==> config.mk <==
export PLATFORM = sky130hd
export DESIGN_NAME = key_debounce
export DESIGN_NICKNAME = d
export VERILOG_FILES = /design/src/rtl/key_debounce_pkg.sv /design/src/rtl/key_debounce_sync_2ff.sv /design/src/rtl/key_debounce.sv
export SDC_FILE = /design/constraint.sdc
export NUM_CORES = 1
export LEC_CHECK = 0
export ABC_AREA = 1
export CAP_MARGIN = 15
export CORE_MARGIN = 2
export CORE_UTILIZATION = 50
export DETAILED_ROUTE_END_ITERATION = 16
export PLACE_DENSITY_LB_ADDON = 0.1
export SETUP_SLACK_MARGIN = 0.2
export SLEW_MARGIN = 15
export SYNTH_ARGS = -nofsm -noshare
export SYNTH_HDL_FRONTEND = slang
export SYNTH_SLANG_ARGS = --single-unit
==> constraint.sdc <==
create_clock -name CLK -period 3.1 [get_ports CLK]
set_input_delay 0.31 -clock CLK [delete_from_list [all_inputs] [get_ports CLK]]
set_output_delay 0.31 -clock CLK [all_outputs]
set_load 0.02 [all_outputs]
==> src/rtl/key_debounce_pkg.sv <==
// Shared FSM state encodings for the push-button debouncer.
// Imported by key_debounce and by any block that decodes its state.
package key_debounce_pkg;

  localparam logic [1:0] ST_RELEASED     = 2'd0;
  localparam logic [1:0] ST_PRESS_WAIT   = 2'd1;
  localparam logic [1:0] ST_PRESSED      = 2'd2;
  localparam logic [1:0] ST_RELEASE_WAIT = 2'd3;

  typedef enum logic [1:0] {
    RELEASED     = ST_RELEASED,
    PRESS_WAIT   = ST_PRESS_WAIT,
    PRESSED      = ST_PRESSED,
    RELEASE_WAIT = ST_RELEASE_WAIT
  } db_state_t;

endpackage

==> src/rtl/key_debounce_sync_2ff.sv <==
// Two-flop synchroniser for a single asynchronous bit.
// Ports: clk, clr (async active-low), d (async in), q (synchronised out).
module sync_2ff #(
  parameter logic RESET_VAL = 1'b1
) (
  input  logic clk,
  input  logic clr,
  input  logic d,
  output logic q
);

  logic meta;

  always_ff @(posedge clk or negedge clr) begin
    if (!clr) begin
      meta <= RESET_VAL;
      q    <= RESET_VAL;
    end else begin
      meta <= d;
      q    <= meta;
    end
  end

endmodule

==> src/rtl/key_debounce.sv <==
// Push-button debouncer: sync, stability FSM, registered level and edge pulses.
// Ports: CLK, CLR (async active-low), KEY_N (raw, 0=pressed),
//   D (debounced level, 1=pressed), RISE/FALL (one-cycle edge pulses),
//   LONG (one-cycle long-press pulse, only with KEY_DEBOUNCE_LONG_EN defined).
module key_debounce
  import key_debounce_pkg::*;
#(
  parameter int DB_CYCLES   = 20000,
  parameter int HOLD_CYCLES = 1000000
) (
  input  logic CLK,
  input  logic CLR,
  input  logic KEY_N,
  output logic D,
  output logic RISE,
  output logic FALL
`ifdef KEY_DEBOUNCE_LONG_EN
  ,
  output logic LONG
`endif
);

  localparam int CW = $clog2(DB_CYCLES);
  localparam logic [CW-1:0] CNT_MAX = CW'(DB_CYCLES - 1);

  if (DB_CYCLES < 2 || HOLD_CYCLES < 2) begin : g_bad_param
    $error("key_debounce: DB_CYCLES and HOLD_CYCLES must be >= 2");
  end

  logic      key_sync;
  logic      key_s;
  db_state_t state;
  logic [CW-1:0] cnt;

  // Synchroniser resets to 1 so a held key is not seen until after reset.
  sync_2ff #(
    .RESET_VAL(1'b1)
  ) u_sync (
    .clk(CLK),
    .clr(CLR),
    .d  (KEY_N),
    .q  (key_sync)
  );

  assign key_s = ~key_sync;

  always_ff @(posedge CLK or negedge CLR) begin
    if (!CLR) begin
      state <= RELEASED;
      cnt   <= '0;
      D     <= 1'b0;
      RISE  <= 1'b0;
      FALL  <= 1'b0;
    end else begin
      RISE <= 1'b0;
      FALL <= 1'b0;
      unique case (state)
        RELEASED: begin
          if (key_s) begin
            state <= PRESS_WAIT;
            cnt   <= '0;
          end
        end
        PRESS_WAIT: begin
          if (!key_s) begin
            state <= RELEASED;
            cnt   <= '0;
          end else if (cnt == CNT_MAX) begin
            state <= PRESSED;
            cnt   <= '0;
            D     <= 1'b1;
            RISE  <= 1'b1;
          end else begin
            cnt <= cnt + 1'b1;
          end
        end
        PRESSED: begin
          if (!key_s) begin
            state <= RELEASE_WAIT;
            cnt   <= '0;
          end
        end
        RELEASE_WAIT: begin
          if (key_s) begin
            state <= PRESSED;
            cnt   <= '0;
          end else if (cnt == CNT_MAX) begin
            state <= RELEASED;
            cnt   <= '0;
            D     <= 1'b0;
            FALL  <= 1'b1;
          end else begin
            cnt <= cnt + 1'b1;
          end
        end
        default: begin
          state <= RELEASED;
          cnt   <= '0;
        end
      endcase
    end
  end

`ifdef KEY_DEBOUNCE_LONG_EN
  localparam int HW = $clog2(HOLD_CYCLES);
  localparam logic [HW-1:0] HOLD_MAX = HW'(HOLD_CYCLES - 1);

  logic [HW-1:0] hold;
  logic          long_done;

  // hold is only ever non-zero in PRESSED and is cleared on the way
  // to RELEASE_WAIT, so each accepted press or bounce-back restarts it.
  // LONG fires after HOLD_CYCLES full cycles in PRESSED; long_done
  // keeps the saturated counter from re-firing.
  always_ff @(posedge CLK or negedge CLR) begin
    if (!CLR) begin
      hold      <= '0;
      long_done <= 1'b0;
      LONG      <= 1'b0;
    end else begin
      LONG <= 1'b0;
      if (state == PRESSED) begin
        if (!key_s) begin
          hold      <= '0;
          long_done <= 1'b0;
        end else if (hold != HOLD_MAX) begin
          hold <= hold + 1'b1;
        end else if (!long_done) begin
          LONG      <= 1'b1;
          long_done <= 1'b1;
        end
      end
    end
  end
`endif

endmodule
==> flow_summary.yaml, run 1 <==
worst_setup_path:
  cp_slowest_cell: "clkdlybuf4s50_1"
  worstPathArrival_ns: 1.28
  endpoint_kind: "primary output"
  critPathRequiredTime_ns: 2.79
  startpoint_type: "flop"
  rr_startpoint: "cnt[0]$_DFFE_PN0P_"
  crit_end: "D"
  cp_num_cells: 1
  crit_fanout: 2
  critPathMaxStageDelay_ns: 0.60
  crit_start: "D$_DFFE_PN0P_"
  crit_buf_inv: 1
  r2r-end: "cnt[12]$_DFFE_PN0P_"
  critPathKind: "reg2out"
  worst-r2r-cell-count: 6
  worstPathCellList: "clkdlybuf4s50_1"
  ff2ff_setup_slack_ns: 1.59
  crit_family: "buffers and inverters"
finish:
  mostFrequentLayoutCells: "nand2_1, dfrtp_1, inv_1, nand3_1, nor2_1"
  antenna_cells: 0
  synthToLayoutAreaGrowth_pct: 9.38
  utilization_pct: 56.3
  final_common_cell: "nand2_1"
  fin_nets: 178
  fin_area_mm2: 0.00136
  drive_gt1_share_pct: 8.67
drt:
  post_drt_wl_per_cell_um: 11.6
  drt_drc_violations_left: 0
  top_layer: "met4"
  drt_iter0_drc: 34
  num_vias: 1042
  routed-wl-met3_um: 85
  wl_met2_mm: 1.06
  route.layer.met1.wl_mm: 1.18
  postRouteAntennaNets: 0
  firstDrtPassIters: 4
  via_per_inst: 5.13
  routed_wl_mm: 2.35
yosys:
  yosysSeqAreaShare_pct: 44.6
  async_reset_ff_share_pct: 100
  synth_enable_flop_cells: 0
  yosys.cell_types.count: 20
  syn_avg_cell_area_um2: 7.51
  synth_flop_cell: "dfrtp_1"
  yosysWarnings: 0
  synthesis.instances: 165
  synth_area_mm2: 0.00124
  ys_ff_latch: 22
  synth_fp_nets: 169
cts:
  cts_buffers: 3
  cts-resized-gates: 0
  cts_max_level: 1
  cts_sinks: 22
  cts_tree: "yes"
  path_clk_slew_ns: 0.12
  clkLatencyLatePin_ns: 0.31
  cts-root-buf: "clkbuf_4"
  postCtsSetupRepairBufs: 0
  ctsHoldBuffers: 0
  clockBufferDepth: 2
place:
  gp_congestion: 0.788
  io_buffers: 5
  hpwl_mm: 1.74
  dpl-instance-area_mm2: 0.00132
global_routing:
  grt_overflow: 0
  grt_pass1_wl_mm: 4.13
  grtUsageTotal_pct: 19.8
  grt_max_degree: 23
  antenna_found_initial: 0
  grt_pass1_vias: 942
pwr:
  p_leak_nw: 0.706
  vdd_ir_drop_max_v: 0.000252
  power_density_mw_per_mm2: 355
die:
  dieWidth_um: 53.8
  start_util_pct: 51.5
  die_area_mm2: 0.00289
  die_y_um: 53.8
  io_pins: 6
  coreArea_mm2: 0.00241
  rows: 18
worst_hold_path:
  hold_path_class: "reg2reg"
  min_path_cells: 0
sta:
  clock_skew_ns: 0.00845
  rsz0062_at_grt: "no"
  tns_ns: 0
  slew_violations: 0
  relSlewSlack_pct: 33.3
  finalSetupViolCount: 0
  timing.fmax_ghz: 0.628
  fin_crit_ns: 1.59
  finalCritPeriodShare_pct: 51.4
  worstMarginPinSlew_ns: 0.997
  finalHoldViolations: 0
outcome:
  status: "finished, final reports clean"
flow_run:
  maxCapViolations: 0
-- cells in the mapped netlist, types with 3 or more instances --
cell type | number | share of area, %
dfrtp_1 | 20 | 40
inv_1 | 20 | 6.1
nand2_1 | 56 | 17
nand2_2 | 3 | 1.5
nand3_1 | 20 | 8.1
nand4_1 | 3 | 1.5
nor2_1 | 16 | 4.8
nor2_4 | 4 | 3.6
o21ai_0 | 6 | 2.4
xor2_1 | 4 | 2.8
-- cell families after synthesis --
| logic type | count (synthesis) | share of synthesized area (%) |
|---|---|---|
| and+or+nand+nor | 107 | 40.2 |
| xor gates and xnor gates | 5 | 3.53 |
| AOI/OAI and AO/OA | 9 | 4.04 |
| adders and majority gates | 1 | 1.01 |
| buffers and inverters | 21 | 6.66 |
| DFF | 22 | 44.6 |
-- area by class of cell --
class,count,area [µm²]
Fill cell,228,1050
Multi-Input combinational cell,122,604
Sequential cell,22,553
Inverter,20,75.1
Timing Repair Buffer,5,50.0
Tap cell,30,37.5
Clock buffer,4,36.3
-- power by group --
| group | internal (mW) | switching, mW | leakage, nW | total (mW) |
|---|---|---|---|---|
| combinational | 0.00678 | 0.0167 | 0.389 | 0.0235 |
| sequential | 0.292 | 0.00461 | 0.297 | 0.297 |
| clock | 0.0717 | 0.0897 | 0.0210 | 0.161 |
-- worst min path at each step --
stage | from | to
2_1_floorplan | CLR | D$_DFFE_PN0P_
3_3_place_gp | u_sync.meta$_DFF_PN1_ | u_sync.q$_DFF_PN1_
3_5_place_dp | u_sync.meta$_DFF_PN1_ | u_sync.q$_DFF_PN1_
4_1_cts | u_sync.meta$_DFF_PN1_ | u_sync.q$_DFF_PN1_
5_1_grt | u_sync.meta$_DFF_PN1_ | u_sync.q$_DFF_PN1_
6_report | u_sync.meta$_DFF_PN1_ | u_sync.q$_DFF_PN1_
-- sequential cells by signal, summed over array words and instances, names as in the netlist, named ones only --
signal       cells
cnt             15
D                1
FALL             1
RISE             1
state            1
u_sync.meta      1
u_sync.q         1
-- metal layers --
metal  global-route usage [%]  vias up
li1                         -      536
met5                        0        -
met2                     30.7       14
met3                     2.50        4
met1                     28.4      488
met4                     6.41        0
-- through the flow --
stage / power (mW) / setup WS, ns / cells / hold slack (ns)
floorplan: 0.314 / 1.77 / 165 / 0.0144
global placement: 0.326 / 1.57 / 199 / 0.348
detailed placement: 0.326 / 1.55 / 199 / 0.347
CTS: 0.488 / 1.49 / 203 / 0.370
global route: 0.502 / 1.42 / 203 / 0.373
finish: 0.482 / 1.51 / 203 / 0.367
No activity file was read; power rests on OpenSTA's default activity.
==> run 2: changes to the inputs <==
==> constraint.sdc (replaced) <==
create_clock -name CLK -period 1.5 [get_ports CLK]
set_input_delay 0.15 -clock CLK [delete_from_list [all_inputs] [get_ports CLK]]
set_output_delay 0.15 -clock CLK [all_outputs]
set_load 0.02 [all_outputs]
==> run 2 against run 1 <==
Against the previous run:
- register-to-register slack worse by 1.5 ns
- core utilization up 11 points
- final cell count up 7.9%
- first-iteration DRC count down 12%
- flip-flop and latch count unchanged
- die area unchanged
- combinational power rose to 4.0 times the previous value
- total power up 140%
- worst hold slack worse by 0.20 ns
- global-route usage up 1.7 points
- critical path depth up 8
- clock-buffer cell count down 1
==> flow_summary.yaml, run 2 (synthesis results as in run 1) <==
sta:
  fin_crit_ns: 1.45
  rsz0062_at_grt: "yes"
  clock_skew_ns: 0.00687
  worstMarginPinSlew_ns: 0.377
  relSlewSlack_pct: 74.8
  finalHoldViolations: 0
  slew_violations: 0
  finalSetupViolCount: 0
  finalCritPeriodShare_pct: 96.4
  timing.fmax_ghz: 0.692
cts:
  cts_sinks: 22
  cts_max_level: 1
  clockBufferDepth: 2
  cts_buffers: 3
  ctsHoldBuffers: 0
  path_clk_slew_ns: 0.13
  clkLatencyLatePin_ns: 0.31
  cts-root-buf: "clkbuf_4"
  cts_tree: "yes"
finish:
  antenna_cells: 0
  utilization_pct: 67.1
  n_fill_cell: 185
  multiInputGateArea_um2: 731
  seq_area_um2: 556
  synthToLayoutAreaGrowth_pct: 30.5
  drive_gt1_share_pct: 29.6
  fin_nets: 194
  final_common_cell: "nand2_1"
  mostFrequentLayoutCells: "nand2_1, dfrtp_1, inv_1"
  largest_reg_flops: 15
  largest_register: "cnt"
global_routing:
  grtUsageTotal_pct: 21.5
  grt_pass1_wl_mm: 4.45
  grt_max_degree: 23
  grt_overflow: 0
  grt_pass1_vias: 1027
  antenna_found_initial: 0
worst_setup_path:
  rr_startpoint: "cnt[0]$_DFFE_PN0P_"
  ff2ff_setup_slack_ns: 0.05
  crit_buf_inv: 1
  startpoint_type: "flop"
  worstPathArrival_ns: 1.70
  critPathKind: "reg2reg"
  critPathMaxStageDelay_ns: 0.43
  worst-r2r-cell-count: 9
  critPathRequiredTime_ns: 1.76
  crit_start: "cnt[0]$_DFFE_PN0P_"
  worstPathCellList: "ha_4 -> nand2_4 -> nor2_4 -> nand2_2 -> nor2_4 -> nand2_2 -> nand2_1 -> inv_1 -> nor2_1"
  crit_fanout: 5
  cp_slowest_cell: "dfrtp_1"
  crit_family: "simple AND/OR/NAND/NOR gates"
  cp_num_cells: 9
  endpoint_kind: "flop"
die:
  coreArea_mm2: 0.00241
  io_pins: 6
  die_y_um: 53.8
  dieWidth_um: 53.8
  die_area_mm2: 0.00289
  start_util_pct: 51.5
  rows: 18
pwr:
  p_total_mw: 1.17
  p_leak_nw: 0.822
  vdd_ir_drop_max_v: 0.000478
  power_density_mw_per_mm2: 724
drt:
  routed_wl_mm: 2.89
  drt_drc_violations_left: 0
  postRouteAntennaNets: 0
  drt_iter0_drc: 30
  firstDrtPassIters: 4
  via_per_inst: 5.26
  num_vias: 1153
  post_drt_wl_per_cell_um: 13.2
worst_hold_path:
  hold_path_class: "in2async"
place:
  io_buffers: 5
  hpwl_mm: 1.81
  gp_congestion: 0.802
outcome:
  status: "finished, final reports clean"
flow_run:
  maxCapViolations: 0
## run 2: what timing repair did
| item | CTS | global route |
|---|---|---|
| endpoints found under the setup margin | 23 | 20 |
| resized for setup | 26 | 13 |
| pin swaps | 9 | 10 |
| buffers inserted | 6 | 4 |
| gates cloned | 2 | 0 |
## run 2: report_power, final
part | switching, mW | total, mW | internal (mW)
Clock | 0.192 | 0.462 | 0.270
Sequential | 0.00945 | 0.614 | 0.604
Combinational | 0.0555 | 0.0950 | 0.0395
## run 2: worst min-delay path by stage
stage | from | endpoint | slack, ns
after floorplan | CLR | D$_DFFE_PN0P_ | -0.15
after global placement | u_sync.meta$_DFF_PN1_ | u_sync.q$_DFF_PN1_ | 0.36
after detailed placement | u_sync.meta$_DFF_PN1_ | u_sync.q$_DFF_PN1_ | 0.36
after CTS | CLR | cnt[3]$_DFFE_PN0P_ | 0.17
after global routing | CLR | cnt[3]$_DFFE_PN0P_ | 0.21
final | CLR | cnt[3]$_DFFE_PN0P_ | 0.16
## run 2: layout make-up
type / instances / area share [%]
inverter: 20 / 4.64
tap: 30 / 2.32
clock buffer: 3 / 1.39
clock inverter: 1 / 1.86
sequential: 22 / 34.3
multi-input combinational: 123 / 45.2
timing repair buffer: 20 / 10.3
## run 2: routing by layer
metal	global-route usage, %	up-vias	wire [µm]
met1	27.4	563	1230
met5	0	-	0
met3	2.50	4	63
li1	-	568	-
met2	37.8	18	1570
met4	6.41	0	29
## run 2: stage by stage
stage	setup WS (ns)	area (µm²)	hold slack [ns]	std cells	setup TNS [ns]
after global routing	-0.0180	1620	0.209	219	-0.0180
after global placement	0.0743	1360	0.357	203	0
after floorplan	0.181	1250	-0.146	165	0
final	0.0543	1620	0.164	219	0
after detailed placement	0.0603	1360	0.359	203	0
after CTS	0.0924	1540	0.173	215	0
## run 2: worst reg2reg max path, cell delays in order, from the launching register on
cell     delay, ns
dfrtp_1       0.43
ha_4          0.17
nand2_4       0.06
nor2_4        0.12
nand2_2       0.09
nor2_4        0.23
nand2_2       0.12
nand2_1       0.07
inv_1         0.04
nor2_1        0.07
